$ cat config.mk
export PLATFORM = sky130hd
export DESIGN_NAME = muldiv_unit
export DESIGN_NICKNAME = d
export VERILOG_FILES = /design/src/rtl/muldiv_unit_pkg.sv /design/src/rtl/muldiv_unit.sv
export SDC_FILE = /design/constraint.sdc
export NUM_CORES = 1
export LEC_CHECK = 0
export BUFFER_PORTS_ARGS = -buffer_cell sky130_fd_sc_hd__buf_4
export CAP_MARGIN = 25
export CORE_MARGIN = 8
export CORE_UTILIZATION = 60
export CTS_BUF_LIST = sky130_fd_sc_hd__clkbuf_8 sky130_fd_sc_hd__clkbuf_16
export CTS_CLUSTER_SIZE = 10
export DETAILED_ROUTE_END_ITERATION = 8
export PLACE_DENSITY_LB_ADDON = 0.2
export RECOVER_POWER = 25
export SYNTH_ARGS = -nofsm -noshare
export SYNTH_HDL_FRONTEND = slang
export SYNTH_SLANG_ARGS = --single-unit
$ cat constraint.sdc
create_clock -name clk -period 7.56 [get_ports clk]
set_input_delay 0.378 -clock clk [delete_from_list [all_inputs] [get_ports clk]]
set_output_delay 0.378 -clock clk [all_outputs]
set_load 0.01 [all_outputs]
$ cat src/rtl/muldiv_unit_pkg.sv
// muldiv_unit_pkg
//   Shared CPU definitions for the execute-stage multiply/divide unit:
//   operation encodings, FSM state encodings and the datapath / register-select
//   widths that are common with the register file.
package muldiv_unit_pkg;

    localparam int WIDTH_DEF = 16;  // operand / result width
    localparam int SEL_W_DEF = 4;   // 16 architectural registers
    localparam int CNT_W_DEF = 4;   // clog2(WIDTH_DEF)

    typedef enum logic [1:0] {
        OP_MUL  = 2'b00,  // product[WIDTH-1:0]
        OP_MULH = 2'b01,  // product[2*WIDTH-1:WIDTH]
        OP_DIV  = 2'b10,  // quotient
        OP_REM  = 2'b11   // remainder
    } op_e;

    typedef enum logic [1:0] {
        S_IDLE = 2'b00,
        S_RUN  = 2'b01,
        S_DONE = 2'b10
    } state_e;

endpackage

$ cat src/rtl/muldiv_unit.sv
// muldiv_unit
//   Iterative unsigned multiply/divide unit. Shift-add multiply and restoring
//   divide share one 2*WIDTH accumulator and run one iteration per clock.
//
// Ports
//   clk      rising-edge clock
//   rst      asynchronous active-low reset
//   start    request, sampled only in IDLE
//   op       00 MUL, 01 MULH, 10 DIV, 11 REM
//   selDst   destination register index, captured with start
//   rs, rt   multiplicand/dividend, multiplier/divisor (captured with start)
//   busy     operation in flight (RUN or DONE)
//   done     one-cycle completion pulse
//   divZero  with done: DIV/REM had rt == 0
//   wen      register-file write enable (same as done)
//   selRd    register-file write index, valid with wen
//   rd       register-file write data, valid with wen
//
// Handshake: start is accepted only when busy is low (state IDLE); the unit
// then holds busy high until and including the single cycle in which
// done/wen pulse. A start seen while busy is dropped, never queued.
module muldiv_unit
    import muldiv_unit_pkg::*;
#(
    parameter int WIDTH = WIDTH_DEF,
    parameter int SEL_W = SEL_W_DEF,
    parameter int CNT_W = CNT_W_DEF
) (
    input  logic             clk,
    input  logic             rst,
    input  logic             start,
    input  logic [1:0]       op,
    input  logic [SEL_W-1:0] selDst,
    input  logic [WIDTH-1:0] rs,
    input  logic [WIDTH-1:0] rt,
    output logic             busy,
    output logic             done,
    output logic             divZero,
    output logic             wen,
    output logic [SEL_W-1:0] selRd,
    output logic [WIDTH-1:0] rd
);

    state_e             r_state, w_state_nxt;
    logic [CNT_W-1:0]   r_cnt;
    op_e                r_op;
    logic [SEL_W-1:0]   r_sel;
    logic [WIDTH-1:0]   r_b;      // multiplicand (MUL) or divisor (DIV)
    logic [2*WIDTH-1:0] r_acc;    // MUL: {partial, multiplier}; DIV: {rem, quot}

    logic               r_busy, r_done, r_divzero;
    logic [SEL_W-1:0]   r_sel_rd;
    logic [WIDTH-1:0]   r_rd;

    logic               w_div0;
    logic               w_last;
    logic [WIDTH:0]     w_add_sum;
    logic [WIDTH:0]     w_rem_sh;
    logic [WIDTH:0]     w_trial;
    logic [2*WIDTH-1:0] w_acc_step;
    logic               w_divzero_nxt;
    logic [SEL_W-1:0]   w_sel_nxt;
    logic [WIDTH-1:0]   w_rd_nxt;

    assign w_div0 = op[1] && (rt == '0);
    assign w_last = (r_cnt == CNT_W'(WIDTH - 1));

    // One iteration of either algorithm. The multiply add is WIDTH+1 bits so
    // its carry shifts into the accumulator MSB. The divide compare is also
    // WIDTH+1 bits: the shifted remainder can reach 2*divisor-1.
    assign w_add_sum = {1'b0, r_acc[2*WIDTH-1:WIDTH]} + {1'b0, r_b};
    assign w_rem_sh  = r_acc[2*WIDTH-1:WIDTH-1];
    assign w_trial   = w_rem_sh - {1'b0, r_b};

    always_comb begin
        w_acc_step = r_acc;
        if (!r_op[1]) begin
            if (r_acc[0]) w_acc_step = {w_add_sum, r_acc[WIDTH-1:1]};
            else          w_acc_step = {1'b0, r_acc[2*WIDTH-1:1]};
        end else begin
            if (w_trial[WIDTH]) w_acc_step = {r_acc[2*WIDTH-2:0], 1'b0};
            else                w_acc_step = {w_trial[WIDTH-1:0], r_acc[WIDTH-2:0], 1'b1};
        end
    end

    // State register
    always_ff @(posedge clk or negedge rst) begin
        if (!rst) r_state <= S_IDLE;
        else      r_state <= w_state_nxt;
    end

    // Next-state logic
    always_comb begin
        w_state_nxt = r_state;
        case (r_state)
            S_IDLE:  if (start) w_state_nxt = w_div0 ? S_DONE : S_RUN;
            S_RUN:   if (w_last) w_state_nxt = S_DONE;
            S_DONE:  w_state_nxt = S_IDLE;
            default: w_state_nxt = S_IDLE;
        endcase
    end

    // Output logic: values the registered outputs take on entering DONE.
    always_comb begin
        w_divzero_nxt = 1'b0;
        w_sel_nxt     = '0;
        w_rd_nxt      = '0;
        if (r_state == S_IDLE && start && w_div0) begin
            w_divzero_nxt = 1'b1;
            w_sel_nxt     = selDst;
            w_rd_nxt      = (op_e'(op) == OP_DIV) ? '1 : rs;
        end else if (r_state == S_RUN && w_last) begin
            w_sel_nxt = r_sel;
            case (r_op)
                OP_MUL:  w_rd_nxt = w_acc_step[WIDTH-1:0];
                OP_MULH: w_rd_nxt = w_acc_step[2*WIDTH-1:WIDTH];
                OP_DIV:  w_rd_nxt = w_acc_step[WIDTH-1:0];
                OP_REM:  w_rd_nxt = w_acc_step[2*WIDTH-1:WIDTH];
                default: w_rd_nxt = '0;
            endcase
        end
    end

    // Datapath registers
    always_ff @(posedge clk or negedge rst) begin
        if (!rst) begin
            r_cnt <= '0;
            r_op  <= OP_MUL;
            r_sel <= '0;
            r_b   <= '0;
            r_acc <= '0;
        end else if (r_state == S_IDLE && start) begin
            r_cnt <= '0;
            r_op  <= op_e'(op);
            r_sel <= selDst;
            r_b   <= op[1] ? rt : rs;
            r_acc <= {{WIDTH{1'b0}}, (op[1] ? rs : rt)};
        end else if (r_state == S_RUN) begin
            r_cnt <= r_cnt + 1'b1;
            r_acc <= w_acc_step;
        end
    end

    // Registered outputs
    always_ff @(posedge clk or negedge rst) begin
        if (!rst) begin
            r_busy    <= 1'b0;
            r_done    <= 1'b0;
            r_divzero <= 1'b0;
            r_sel_rd  <= '0;
            r_rd      <= '0;
        end else begin
            r_busy    <= (w_state_nxt != S_IDLE);
            r_done    <= (w_state_nxt == S_DONE);
            r_divzero <= w_divzero_nxt;
            r_sel_rd  <= w_sel_nxt;
            r_rd      <= w_rd_nxt;
        end
    end

    assign busy    = r_busy;
    assign done    = r_done;
    assign wen     = r_done;
    assign divZero = r_divzero;
    assign selRd   = r_sel_rd;
    assign rd      = r_rd;

endmodule

==> results of run 1 <==
==> layout by cell type (no fill, tap or decap), types with 25 or more instances in the layout <==
| master | netlist | layout |
|---|---|---|
| a211oi_1 | 25 | 25 |
| a21oi_1 | 47 | 47 |
| buf_4 | 1 | 47 |
| dfrtp_1 | 83 | 83 |
| ha_1 | 33 | 33 |
| inv_1 | 26 | 26 |
| mux2i_1 | 53 | 53 |
| nand2_1 | 74 | 74 |
| nor2_1 | 40 | 40 |
| o21ai_0 | 65 | 65 |
==> stage by stage <==
stage / cell area, um2 / hold slack [ns] / utilization [%]
global route: 6580 / 0.214 / 67.7
CTS: 6670 / 0.199 / 68.5
detailed placement: 6470 / 0.305 / 66.5
global placement: 6470 / 0.295 / 66.5
finish: 6580 / 0.208 / 67.7
floorplan: 5960 / 0.0824 / -
==> Yosys cell counts (all sizes together), types with 3 or more instances <==
library cell,count
o221ai,4
dfrtp,83
a22o,13
o31ai,4
a211oi,26
xnor2,9
nand2,74
a22oi,4
inv,26
o21a,7
nor2,40
a31oi,18
a2111oi,3
o22ai,3
and2,4
buf,10
a21o,22
o41ai,3
o211ai,6
clkbuf,33
nand3,14
xor2,9
a21oi,47
nor2b,11
nand4,4
nand2b,12
ha,33
nor3,8
and3,3
o21ai,68
mux2i,53
==> metal layers <==
metal	GRT usage [%]	wire length (um)
met3	4.74	1480
met5	0	0
met2	41.2	8000
met1	38.3	7730
met4	12.9	558
==> final cells by class <==
| cell class | count | area [um2] |
|---|---|---|
| Multi-Input combinational cell | 532 | 3590 |
| Fill cell | 836 | 3150 |
| Sequential cell | 83 | 2080 |
| Timing Repair Buffer | 72 | 453 |
| Tap cell | 133 | 166 |
| Clock buffer | 10 | 138 |
| Inverter | 28 | 105 |
| Clock inverter | 6 | 48.8 |
==> power by group <==
group | internal [uW] | switching (uW) | total (uW)
logic | 928 | 1390 | 2320
registers | 605 | 165 | 770
clock network | 131 | 182 | 313
total | 1660 | 1740 | 3400
==> cell families after synthesis <==
| group | Yosys count |
|---|---|
| buffers and inverters | 71 |
| adder cells (fa/ha/maj) | 35 |
| flip-flops | 83 |
| AND/OR/NAND/NOR | 180 |
| AO/OA/AOI/OAI | 245 |
| multiplexers | 54 |
| XOR/XNOR | 18 |
==> worst paths after layout <==
check	start	end	cells past startpoint
setup / recovery	r_acc[15]	rd[12]	11
min in group asynchronous	rst	r_acc[3]	2
hold reg to reg	r_sel[1]	r_sel[1]	2
setup reg to reg	r_acc[15]	rd[12]	11
max in group asynchronous	rst	done	3
hold / removal	selDst[1]	r_sel[1]	3
==> worst max-delay path: cells and delay by family (launching register included) <==
kind                       cells  cell delay (ns)
AOI/OAI and AO/OA              6             1.51
and+or+nand+nor                2             0.94
adders and majority gates      2             0.62
DFF                            1             0.43
buffers and inverters          1             0.07
==> registers in the layout, summed over array words and instances (netlist names) <==
register  flops
divZero       1
selRd         4
r_state       2
rd           16
r_b          16
r_sel         4
done          1
busy          1
r_cnt         4
r_acc        32
r_op          2
==> metrics.md, run 1 <==
| Metric | Value |
|---|---|
| Cell Count, Final, Fillers Out | `about 860` |
| Gp weighted congestion | `between 0.9 and 1` |
| Initial antenna violation count | `0` |
| Vias | `around 5700` |
| Fmax | `268 MHz` |
| Crit path time final | `approximately 3.7 ns` |
| First-pass GRT wire length | `29.0 mm` |
| Synth Area in Compound Gates | `between 20% and 30%` |
| Worst hold path class | `input port to flop` |
| Run status | `completed` |
| Post-synthesis cell count | `686` |
| Post-Syn Nets | `approximately 760` |
| Ys async rst share | `100%` |
| Slowest cell on crit path | `and2_1` |
| DRT iter0 DRCs | `around 530` |
| ANT cells | `0` |
| Antenna viol nets, final | `0` |
| Slew HR | `~5.5%` |
| CP required | `approximately 7.8 ns` |
| Buffers inserted by post-CTS timing repair | `0` |
| Worst Tran Pin Value | `between 1 and 1.5 ns` |
| CTS Sinks | `a little over 80` |
| Mux share of post-synthesis cell area | `under 10%` |
| Ys flop type | `dfrtp_1` |
| Worst-path clk slew | `~0.1 ns` |
| MaxCap Viol Count | `0` |
| Final setup vio count | `0` |
| Core Box Area | `about 9700 um2` |
| Clock buffer depth | `2` |
| Setup crit end kind | `flop` |
| Die X | `~120 um` |
| Worst setup margin | `between 3 and 4 ns` |
| Final net count | `802` |
| CTS buffer count | `9` |
| Fraction of layout cells with a size suffix above 1 | `9.85%` |
| Kind of start point of the critical path | `flop` |
| Reg2reg setup slack | `between 3 and 4 ns` |
| Crit Path Max Fanout | `18` |
| Yosys warns | `0` |
| Number of port buffers | `between 60 and 70` |
| Area Overhead vs Synth | `10.5%` |
| Drt first pass iters | `5` |
| Seq cells post-synth | `slightly above 80` |
| PwrDens | `between 500 and 600 nW/um2` |
| Area contributors post-synth | `dfrtp_1 35%, mux2i_1 8.9%, ha_1 6.9%` |
| I/O pins | `65` |
| CP peak stage delay | `between 0.7 and 0.8 ns` |
| Largest family of logic cells by synthesized area | `compound AO/OA/AOI/OAI gates` |
| Starting Density | `~61%` |
| Pin count of the biggest net entering global routing | `~70` |
| Global route total overflow | `0` |
| Post-synth top area share | `34.9%` |
| Clock skew | `0.00849 ns` |
| Gr usage total | `about 28%` |
| Post-DP HPWL | `between 10 and 15 mm` |
| Routed len/inst | `approximately 20 um` |
| RSZ-0062 raised after global routing | `false` |
| Max Slew Vio Count | `0` |
| Post-cts resize count | `0` |
| Pre-CTS setup slack | `slightly below 4 ns` |
| Total wire length | `approximately 18 mm` |
| Cell Area, Synth | `5960 um2` |
| # H-tree levels | `3` |
| Post-Synth XOR/XNOR Area | `2.65%` |
| Power Total | `roughly 3400 uW` |
| Post-route DRC | `0` |
| Distinct cells, synth | `65` |
| CTS Hold Bufs | `1` |
| Avg Vias per Cell | `around 6.6` |
| Vias in the first global route | `between 5000 and 6000` |
| Avg Inst Size Synth | `about 8.7 um2` |
| TritonCTS clock tree | `built` |
| Final Hold Fails | `0` |
| TNS Setup | `0 ns` |
| Placed Cells | `846` |
| Synth area leader | `dfrtp_1` |
| Post-synth EDFFs | `0` |
| Post-synthesis adder-cell area fraction | `under 10%` |
| Cell mode on critical path | `a21oi_1` |
| Worst setup path class | `flop to flop` |
| Arr. time, crit path | `3.95 ns` |
| Simple-gate share of the synthesized area | `between 10% and 20%` |
| Row count | `36` |
| P_leak | `0.00309 uW` |
| Post-synthesis sequential area ratio | `a little over a third` |
| Crit share post-route | `between 40% and 50%` |
| Root Buffer | `clkbuf_8` |
| Peak ir drop on the vdd network | `around 250 uV` |
| Crit-path cells | `inv_1 > ha_1 > fa_1 > nand2b_1 > a21oi_1 > o21ai_1 > a31oi_2 > and2_1 > o41ai_2 > a21oi_1 > o221ai_1` |
| Die Ht | `around 120 um` |
| Die footprint | `around 13000 um2` |
| Clk_lat worst skew | `roughly 0.37 ns` |
(Power assumes the default switching activity.)
==> run 2, diff against run 1 <==
- ABC_AREA: default -> 1
- clock period: 7.56 -> 3.8 ns (I/O delays scaled with it)
==> metrics.md, run 2 <==
| Metric | Value |
|---|---|
| Run status | `finished, violations left` |
| Failing checks | `max-capacitance violations, max-slew violations` |
| Post-Synth XOR/XNOR Area | `around 1.8%` |
| Largest family of logic cells by synthesized area | `simple AND/OR/NAND/NOR gates` |
| Synth area leader | `dfrtp_1` |
| Psw | `between 4000 and 5000 uW` |
| First-pass GRT wire length | `between 30 and 40 mm` |
| Worst setup path class | `input port to asynchronous set/reset pin` |
| Setup crit end kind | `asynchronous set/reset pin` |
| Seq cells post-synth | `83` |
| Crit path depth | `3` |
| Root Buffer | `clkbuf_8` |
| Mux share of post-synthesis cell area | `0%` |
| Crit path max-delay family | `buffers and inverters` |
| Area Overhead vs Synth | `11.5%` |
| Post-synthesis cell count | `between 1000 and 1500` |
| Worst hold path class | `input port to flop` |
| Avg Vias per Cell | `about 5.7` |
| Drt first pass iters | `5` |
| Peak ir drop on the vdd network | `575 uV` |
| Final setup vio count | `0` |
| I/O pins | `between 60 and 70` |
| Starting Density | `60.5%` |
| RR Endpoint | `rd[15]` |
| DRT iter0 DRCs | `between 600 and 700` |
| Post-DP HPWL | `14.3 mm` |
| Clock Power Share | `under 10%` |
| Die X | `roughly 120 um` |
| MaxCap Viol Count | `1` |
| Die Ht | `around 120 um` |
| Fraction of layout cells with a size suffix above 1 | `9.50%` |
| Die footprint | `roughly 14000 um2` |
| Reg2Reg Depth | `19` |
| Slew HR | `-61.2%` |
| Fmax | `between 300 and 400 MHz` |
| Post-synthesis adder-cell area fraction | `roughly 7%` |
| Most frequent cells in the layout | `337 x nand2_1, 146 x inv_1, 133 x o21ai_0, 83 x dfrtp_1, 68 x buf_4` |
| Int Power | `between 3000 and 4000 uW` |
| Max Slew Vio Count | `45` |
| Area contributors post-synth | `dfrtp_1 32%, nand2_1 20%, o21ai_0 10%` |
| Crit. Startpoint | `rst` |
| Crit path time final | `2.68 ns` |
| Kind of start point of the critical path | `input port` |
| TNS Setup | `0 ns` |
| Clock buffer depth | `2` |
| Slowest cell on crit path | `clkbuf_1` |
| Reg2reg setup slack | `approximately 1.2 ns` |
| Routed len/inst | `16.2 um` |
| Antenna viol nets, final | `0` |
| Clock skew | `0.0121 ns` |
| Flop pwr share | `between 20% and 30%` |
| Biggest register | `r_acc` |
| Cell Count, Final, Fillers Out | `about 1200` |
| Post-synthesis sequential area ratio | `between 30% and 40%` |
| Synth cell count leaders | `337 x nand2_1, 146 x inv_1, 133 x o21ai_0` |
| RSZ-0062 raised after global routing | `false` |
| ANT cells | `0` |
| Vias | `around 6800` |
| Crit Path Max Fanout | `between 40 and 50` |
| Post-synth top area share | `between 30% and 40%` |
| # H-tree levels | `3` |
| Number of port buffers | `64` |
| Final net count | `1124` |
| Crit-path cells | `dlygate4sd3_1 > clkbuf_1 > buf_4` |
| Post-synth EDFFs | `0` |
| Ys flop type | `dfrtp_1` |
| CP required | `~4.3 ns` |
| Total wire length | `slightly below 20 mm` |
| Post-Syn Nets | `between 1000 and 1500` |
| Clk_lat worst skew | `0.37 ns` |
| Synth Area in Compound Gates | `17.5%` |
| CTS buffer count | `9` |
| FF-to-FF Start | `r_acc[15]` |
| Post-route DRC | `0` |
| Ys async rst share | `between 90% and 100%` |
| Cell Area, Synth | `approximately 6500 um2` |
| Count leader, synth | `nand2_1` |
| Worst-path clk slew | `approximately 0.080 ns` |
| Row count | `38` |
| Final Hold Fails | `0` |
| Avg Inst Size Synth | `about 6.4 um2` |
| Comb pwr share | `around 70%` |
| Gr usage total | `26.9%` |
| Most common cell after layout, fill and taps aside | `nand2_1` |
| Pin count of the biggest net entering global routing | `between 40 and 50` |
| Critical path buffers and inverters | `3` |
| CP peak stage delay | `~1.7 ns` |
| Global route total overflow | `0` |
| Distinct cells, synth | `39` |
| Crit path capture | `rd[13]` |
| Switching share of power | `a little over half` |
| Largest register FFs | `32` |
| Core Box Area | `10700 um2` |
| Crit share post-route | `70.6%` |
| CTS Sinks | `83` |
| Yosys warns | `0` |
| Placed Cells | `roughly 1200` |
| Simple-gate share of the synthesized area | `approximately 30%` |
| P_leak | `0.00399 uW` |
| Gp weighted congestion | `between 0.9 and 1` |
| Worst Tran Pin Value | `approximately 2.4 ns` |
| Initial antenna violation count | `0` |
| Arr. time, crit path | `3.16 ns` |
| Vias in the first global route | `~6200` |
| PwrDens | `1050 nW/um2` |
| TritonCTS clock tree | `built` |
-- run 2: cells by family (layout without fill, tap and decap cells) --
group | after synthesis | after routing
AO/OA/AOI/OAI | 212 | 212
XOR/XNOR | 13 | 13
adder cells (fa/ha/maj) | 35 | 35
buffers and inverters | 189 | 238
flip-flops | 83 | 83
AND/OR/NAND/NOR | 472 | 472
-- run 2: worst min-delay path by stage --
stage,cells past startpoint,slack (ns),start,to
after CTS,3,0.02,selDst[0],selRd[0]
after floorplan,0,-0.11,rst,busy
after detailed placement,1,0.23,rst,r_cnt[2]
after global routing,3,0.04,selDst[3],r_sel[3]
final,3,0.04,selDst[0],selRd[0]
after global placement,1,0.23,rst,r_cnt[2]
-- run 2: what timing repair did --
item,in CTS,in global routing
endpoints found under the setup margin,0,0
hold endpoints to repair,43,0
hold buffers,1,0
gates resized for setup,0,0
setup buffers,0,0
-- run 2: stage by stage --
step | util [%] | instance area [um2] | hold slack [ns] | total power [uW] | setup slack, ns
after floorplan | - | 6470 | -0.106 | 5530 | 1.63
final | 67.5 | 7220 | 0.0362 | 7600 | 1.12
after global placement | 65.5 | 7010 | 0.227 | 6670 | 1.26
after CTS | 67.6 | 7230 | 0.0236 | 7490 | 1.20
after global routing | 67.5 | 7220 | 0.0354 | 8310 | 0.551
after detailed placement | 65.5 | 7010 | 0.226 | 6740 | 1.23
-- run 2: power groups by stage --
stage          Combinational (uW)  Sequential [uW]  Clock, uW
2_1_floorplan                4080             1450          0
3_3_place_gp                 5060             1610          0
3_5_place_dp                 5120             1610          0
4_1_cts                      5180             1600        703
5_1_grt                      5920             1650        736
6_report                     5290             1620        696
-- run 2: area by class of cell --
cell class,count,area [um2]
clock inverters,4,47.5
inverters,148,556
well taps,140,175
fillers,1004,3480
repair buffers,74,539
multi-input cells,732,3660
flip-flops and latches,83,2080
clock buffers,12,165
-- run 2: routing by layer --
metal | global-route usage (%) | up-vias | part of all wire [%]
met4 | 10.6 | 0 | 2.5
met2 | 42.6 | 317 | 45
met3 | 3.71 | 33 | 8.5
met5 | 0 | - | 0
li1 | - | 3301 | -
met1 | 36.5 | 3134 | 44
-- run 2: tightest hold or removal path: cells and delay by family --
| kind | cells | cell delay (ns) |
|---|---|---|
| buf+inv | 1 | 0.08 |
| simple gates | 1 | 0.04 |
| compound gates | 1 | 0.05 |
